$ cat src/rtl/ecap5_dproc_pkg.sv
// Shared front-end constants: default boot address, Wishbone word select, word-align helper.
// Latency: none (constants and a pure function only).
// Backpressure: not applicable.
//
// Contents:
//   BOOT_ADDRESS  default first fetch address after reset
//   WB_SEL_WORD   byte-select value for full 32-bit word transfers
//   word_align()  forces the two low address bits to zero
package ecap5_dproc_pkg;

    localparam logic [31:0] BOOT_ADDRESS = 32'h0000_0000;
    localparam logic [3:0]  WB_SEL_WORD  = 4'hF;

    // Masking keeps every bit of the argument in use, so callers can pass
    // a full 32-bit bus without leaving the low bits dangling.
    function automatic logic [31:0] word_align(input logic [31:0] addr);
        return addr & 32'hFFFF_FFFC;
    endfunction

endpackage

$ cat src/rtl/ifm.sv
// Instruction fetch: reads words over pipelined Wishbone and presents them to decode.
// Latency: output_valid_o rises the cycle after wb_ack_i; 3 cycles per word (2 with prefetch).
// Backpressure: valid/ready to decode; holds instr_o/pc_o stable while !output_ready_i.
//
// Ports:
//   clk_i, rst_i                 clock, synchronous active-high reset
//   branch_i, branch_target_i    one-cycle redirect from execute
//   output_valid_o/ready_i       handshake to decode; instr_o/pc_o carry the word and its address
//   wb_*                         Wishbone pipelined master, read-only (we=0, sel=F, dat_o=0)
//
// Optional feature: define IFM_PREFETCH_EN to add a one-entry buffer so the next
// fetch can start while decode still holds the previous word.
module ifm
    import ecap5_dproc_pkg::*;
#(
    parameter logic [31:0] RESET_ADDR = BOOT_ADDRESS
) (
    input  logic        clk_i,
    input  logic        rst_i,

    input  logic        branch_i,
    input  logic [31:0] branch_target_i,

    input  logic        output_ready_i,
    output logic        output_valid_o,
    output logic [31:0] instr_o,
    output logic [31:0] pc_o,

    output logic [31:0] wb_adr_o,
    input  logic [31:0] wb_dat_i,
    output logic [31:0] wb_dat_o,
    output logic        wb_we_o,
    output logic [3:0]  wb_sel_o,
    output logic        wb_cyc_o,
    output logic        wb_stb_o,
    input  logic        wb_ack_i,
    input  logic        wb_stall_i
);

    typedef enum logic [1:0] {
        S_REQUEST  = 2'd0,
        S_WAIT_ACK = 2'd1,
        S_HOLD     = 2'd2
    } state_t;

    state_t      state;
    logic [31:0] pc;
    // Set when a redirect happens while a read is outstanding; the matching
    // ack is swallowed instead of being delivered to decode.
    logic        drop;
    logic        out_hs;

`ifdef IFM_PREFETCH_EN
    logic        buf_vld;
    logic [31:0] buf_instr;
    logic [31:0] buf_pc;
`endif

    assign out_hs = output_valid_o & output_ready_i;

    // Bus strobes are a decode of the state register. Gating with rst_i drops
    // the cycle in the very cycle reset is asserted rather than one later.
    assign wb_cyc_o = ~rst_i & (state != S_HOLD);
    assign wb_stb_o = ~rst_i & (state == S_REQUEST);
    assign wb_adr_o = pc;
    assign wb_we_o  = 1'b0;
    assign wb_sel_o = WB_SEL_WORD;
    assign wb_dat_o = '0;

    always_ff @(posedge clk_i) begin
        if (rst_i) begin
            state          <= S_REQUEST;
            pc             <= word_align(RESET_ADDR);
            drop           <= 1'b0;
            output_valid_o <= 1'b0;
            instr_o        <= '0;
            pc_o           <= '0;
`ifdef IFM_PREFETCH_EN
            buf_vld        <= 1'b0;
            buf_instr      <= '0;
            buf_pc         <= '0;
`endif
        end else if (branch_i) begin
            // Redirect wins over everything else this cycle. A handshake that
            // completes now is simply consumed; nothing is replayed.
            pc             <= word_align(branch_target_i);
            output_valid_o <= 1'b0;
`ifdef IFM_PREFETCH_EN
            buf_vld        <= 1'b0;
`endif
            case (state)
                S_REQUEST: begin
                    if (!wb_stall_i) begin
                        // Old-address request got accepted: its response is
                        // still coming and must be discarded.
                        state <= S_WAIT_ACK;
                        drop  <= 1'b1;
                    end
                end
                S_WAIT_ACK: begin
                    if (wb_ack_i) begin
                        state <= S_REQUEST;
                        drop  <= 1'b0;
                    end else begin
                        drop  <= 1'b1;
                    end
                end
                S_HOLD: begin
                    state <= S_REQUEST;
                end
                default: begin
                    state <= S_REQUEST;
                end
            endcase
        end else begin
            // Default: an accepted word leaves the output register. Any load
            // below overrides this.
            if (out_hs) begin
                output_valid_o <= 1'b0;
            end

            case (state)
                S_REQUEST: begin
                    if (!wb_stall_i) begin
                        state <= S_WAIT_ACK;
                    end
                end
                S_WAIT_ACK: begin
                    if (wb_ack_i) begin
                        if (drop) begin
                            drop  <= 1'b0;
                            state <= S_REQUEST;
                        end else begin
                            pc <= pc + 32'd4;
`ifdef IFM_PREFETCH_EN
                            if (!output_valid_o || output_ready_i) begin
                                output_valid_o <= 1'b1;
                                instr_o        <= wb_dat_i;
                                pc_o           <= pc;
                                state          <= S_REQUEST;
                            end else begin
                                // Decode is stalled on the current word: park
                                // this one and stop fetching until it drains.
                                buf_vld   <= 1'b1;
                                buf_instr <= wb_dat_i;
                                buf_pc    <= pc;
                                state     <= S_HOLD;
                            end
`else
                            output_valid_o <= 1'b1;
                            instr_o        <= wb_dat_i;
                            pc_o           <= pc;
                            state          <= S_HOLD;
`endif
                        end
                    end
                end
                S_HOLD: begin
                    if (out_hs) begin
`ifdef IFM_PREFETCH_EN
                        // Buffered word moves straight into the output register.
                        output_valid_o <= buf_vld;
                        instr_o        <= buf_instr;
                        pc_o           <= buf_pc;
                        buf_vld        <= 1'b0;
`endif
                        state <= S_REQUEST;
                    end
                end
                default: begin
                    state <= S_REQUEST;
                end
            endcase
        end
    end

endmodule

$ cat config.mk
export PLATFORM = sky130hd
export DESIGN_NAME = ifm
export DESIGN_NICKNAME = d
export VERILOG_FILES = /design/src/rtl/ecap5_dproc_pkg.sv /design/src/rtl/ifm.sv
export SDC_FILE = /design/constraint.sdc
export NUM_CORES = 1
export LEC_CHECK = 0
export CAP_MARGIN = 10
export CORE_AREA = 2 2 116 118
export CTS_BUF_LIST = sky130_fd_sc_hd__clkbuf_2 sky130_fd_sc_hd__clkbuf_4 sky130_fd_sc_hd__clkbuf_8
export DETAILED_ROUTE_END_ITERATION = 6
export DIE_AREA = 0 0 118 120
export PLACE_DENSITY = 0.71
export SYNTH_ARGS = -nofsm -noshare
export SYNTH_HDL_FRONTEND = slang
export SYNTH_SLANG_ARGS = --single-unit
export TNS_END_PERCENT = 20
$ cat constraint.sdc
create_clock -name clk_i -period 4.1 [get_ports clk_i]
set_clock_uncertainty 0.05 [all_clocks]
set_input_delay 1.23 -clock clk_i [delete_from_list [all_inputs] [get_ports clk_i]]
set_output_delay 1.23 -clock clk_i [all_outputs]
set_load 0.03 [all_outputs]
-- Yosys cells after proc, flatten, opt, wreduce, memory -nomap -nowiden
Cells that the tools add are included.
- reduce and logical (&&, ||, !) cells: 10
- equal/unequal tests: 7
- add/sub/neg operators: 1
- bitwise operators: 6
- multiplexer cells: 22
- operators by type and width (operator ; count):
    2-to-1 mux 32 bit ; 4
    adder 32 x 3 -> 32 bit, second input constant ; 1
    2-to-1 mux 2 bit ; 6
    2-to-1 mux 1 bit ; 9
    AND reduction 4 bit ; 2
    inequality test 2 bit, second input constant ; 3
    inequality test 3 bit, second input constant ; 2
    one-hot mux 2 bit (3 select lines) ; 1
    AND reduction 3 bit ; 2
    nonzero test 2 bit ; 3
    one-hot mux 2 bit (2 select lines) ; 1
    AND 1 bit ; 3
    NOT 1 bit ; 3
    equality test 2 x 1 -> 1 bit, second input constant ; 1
    equality test 2 bit, second input constant ; 1
    zero test 2 bit ; 1
    one-hot mux 1 bit (2 select lines) ; 1
    AND reduction 2 bit ; 1
    OR reduction 2 bit ; 1
- word-level logic and storage cells: 53
- input port bits: 70
- bits in registers: 100
- output and inout bits: 136

-- Logic depth before layout (Yosys ltp)
- word-level depth: 5
- mapped depth: 6
- gate-level depth less buffers: 4

-- Worst setup path after synthesis
OpenSTA, ideal clock, no wires.
- path type: input-to-output
- start point: input port rst_i
- end point: output port wb_stb_o
- data arrival time: 2.263 ns
- path buffers: 2
- path slack: 0.557 ns
- cell stages on the path: 3
- cell sequence: clkbuf_1 > clkbuf_1 > nor3_1
- cells in the longest elaborated chain, start to end: 2
- RTL lines (element ; line ; source):
    start, declared ; ifm.sv:19 ; input logic rst_i,
    NOT 1 bit ; ifm.sv:64 ; assign wb_stb_o = ~rst_i & (state == S_REQUEST);
    AND 1 bit ; ifm.sv:64 ;
    end, declared ; ifm.sv:35 ; output logic wb_stb_o,
No other way between the ends.

-- Final worst setup path
Same ends and word-level chain as after synthesis.

==> summary.txt <==
Clock network
  – CTS Hold Buffers Added: 0
  – Post-CTS sizing: 0
  – CTS max path bufs: 2
  – Clock root buffer: clkbuf_8
  – Clock latency on the worst-skew pair: 0.37 ns
  – Post-CTS setup buffers: 0
  – Htree depth: 3
  – Num CTS Buffers: 9
  – TritonCTS clock tree: done
  – CTS Sinks: 96
  – Clk pin slew, worst setup/hold paths: 0.08 ns

Setup path
  – Crit path depth: 3
  – Terminus of the critical flop-to-flop path: wb_adr_o[21]
  – CP max stage cell: clkdlybuf4s50_1
  – CP Cell Sequence: buf_4 -> nor3_1 -> clkdlybuf4s50_1
  – Origin of the worst setup path: rst_i
  – Critical register-to-register path startpoint: wb_adr_o[5]
  – R2r setup slk: 1.68 ns
  – Critical path capture point type: primary output
  – Crit path DAT: 2.22 ns
  – Largest fanout on the critical path: 3
  – Worst r2r path cells: 4
  – Worst setup path category: in2out
  – WP buf/inv: 2
  – Delay-heaviest family, CP: buffers and inverters
  – CP required: 2.82 ns
  – CP Launch Type: primary input
  – Crit-path max cell delay: 0.73 ns

GRT
  – Tot GR Track Use: 18.0%
  – First-pass GRT wire length: 20800 um
  – Largest net degree at the start of global routing: 103
  – Vias in the first global route: 4198
  – Global route overflow: 0
  – Initial antenna violation count: 0

Detailed routing
  – Routed length per placed instance: 14.7 um
  – DRT antenna net count: 0
  – Initial DRC Count: 236
  – Via Count: 4395
  – Routed WL: 13000 um
  – Drc violations: 0
  – Via-to-Cell Ratio: 4.97
  – First-pass iteration count of the detailed router: 5

Final layout
  – Multi-input gate area: 0.00215 mm2
  – Final net count: 774
  – Area Growth Syn to Fin: 40.1%
  – Fill count: 1263
  – Core Util, Final: 48.0%
  – N_diodes: 0
  – Layout cells sized above 1: 4.66%
  – Register Area: 0.00192 mm2

Power and ir drop
  – Max IR drop VDD: 0.181 mV
  – P_leak: 2.13 nW
  – Cell area power density: 323 mW/mm2

Yosys
  – FFs w/ async S/R, synth: 0%
  – Synth Instances: 566
  – Post-Synth Adder-Cell Area: 0.282%
  – Mapped Area: 0.00444 mm2
  – Compound-Gate Fraction of Synth Area: 17.0%
  – Multiplexer share of the synthesized area: 0%
  – Main combinational cell family by area after synthesis: simple AND/OR/NAND/NOR gates
  – Post-synthesis xor/xnor area fraction: 1.97%
  – Mean Syn Cell Area: 7.85 um2
  – Top cells by count, synth: nand2_1, dfxtp_1, a21oi_1
  – Simple-gate share of the synthesized area: 25.6%
  – Seq/Total Area, Yosys: 43.3%
  – Top post-synthesis cells by area: dfxtp_1, nand2_1, a21oi_1, buf_4, clkbuf_1
  – Most common cell in the netlist: nand2_1
  – Synth top area share: 43.3%
  – Ys Warns: 0
  – Number of synthesized register bits: 96
  – Netlist cell types: 51
  – EDFF count, synth: 0
  – Ys flop type: dfxtp_1
  – Biggest area consumer among synthesized cells: dfxtp_1

STA
  – Peak Freq: 0.286 GHz
  – RSZ-0062 raised after global routing: false
  – Final setup vio count: 0
  – Fin. Hold Viols: 0
  – Worst-margin pin slew: 1.05 ns
  – Final setup TNS: 0 ns
  – Period utilisation layout: 85.4%
  – Tmin final: 3.50 ns
  – Max-slew violation count: 0
  – Slew headroom: 30.1%

Placement
  – GP Congestion: 0.778
  – Hpwl dp: 9210 um
  – PortBufs: 162

Floorplan
  – Full die area: 0.0142 mm2
  – # rows: 42
  – I/O pin total: 206
  – Initial Utilization: 34.2%
  – Chip height: 120 um
  – Die width: 118 um
  – CORE AREA: 0.0130 mm2

Worst hold path
  – HP Class: reg2reg
  – Hold Crit Endpoint: pc_o[26]
  – Cell depth of the worst hold path: 2
  – Hold path start: pc_o[26]

Status
  – Status: finished clean

Run
  – Max Cap Viol: 0
==> layout make-up <==
cell class	count	share of cell area [%]
multi-input combinational	416	34.6
sequential	96	30.9
timing repair buffer	170	27.1
tap	176	3.54
clock buffer	11	2.33
clock inverter	5	0.905
inverter	10	0.603
==> routing by layer <==
layer / routed length (um) / global-route usage, %
met1: 5530 / 22.0
met3: 1020 / 4.75
met5: 0 / 0
met4: 176 / 6.40
met2: 6270 / 30.7
==> registers in the layout, indices dropped and copies added (netlist names) <==
signal and cells:
wb_adr_o 30, drop 1, pc_o 30, instr_o 32
state 2, output_valid_o 1
==> cells by family after synthesis <==
logic type,after synthesis
AND/OR/NAND/NOR,247
XOR/XNOR,10
AO/OA/AOI/OAI,117
buffers and inverters,93
flip-flops,96
other,2
adder cells (fa/ha/maj),1
==> cell usage in the layout (no fill, tap or decap), types with 6 or more instances in the layout <==
cell	n
a311oi_1	8
nor2_1	32
conb_1	41
clkdlybuf4s50_1	160
a21oi_1	65
nand2_1	140
dfxtp_1	96
clkbuf_8	10
nand4_1	12
o31ai_1	6
nand3_1	7
buf_4	9
or3_1	6
inv_1	9
nor3_1	12
a211oi_1	10
==> through the flow <==
| stage | worst slack, ns | power, W | cell area (um2) | instances | hold slack, ns |
|---|---|---|---|---|---|
| after floorplan | 0.557 | 0.00126 | 4590 | 605 | 0.423 |
| after global placement | 0.566 | 0.00139 | 6020 | 868 | 0.391 |
| after detailed placement | 0.585 | 0.00140 | 6020 | 868 | 0.397 |
| after CTS | 0.584 | 0.00204 | 6220 | 884 | 0.410 |
| after global routing | 0.555 | 0.00210 | 6220 | 884 | 0.422 |
| final | 0.599 | 0.00201 | 6220 | 884 | 0.407 |
==> power by group <==
part | internal [W] | total (W) | leakage [nW] | switching, W
combinational | 0.000152 | 0.000368 | 1.25 | 0.000216
sequential | 0.000966 | 0.00101 | 0.783 | 0.0000444
clock | 0.000305 | 0.000633 | 0.103 | 0.000329
==> how the worst max path moves through the flow <==
stage | end | slack, ns
detailed placement | wb_stb_o | 0.58
finish | wb_stb_o | 0.60
global route | wb_stb_o | 0.56
global placement | wb_stb_o | 0.57
floorplan | wb_stb_o | 0.56
CTS | wb_stb_o | 0.58
==> worst min-delay path: stages (launching register included) <==
cell	delay, ns
dfxtp_1	0.32
nand2_1	0.05
a21oi_1	0.05
(Power assumes the default switching activity.)
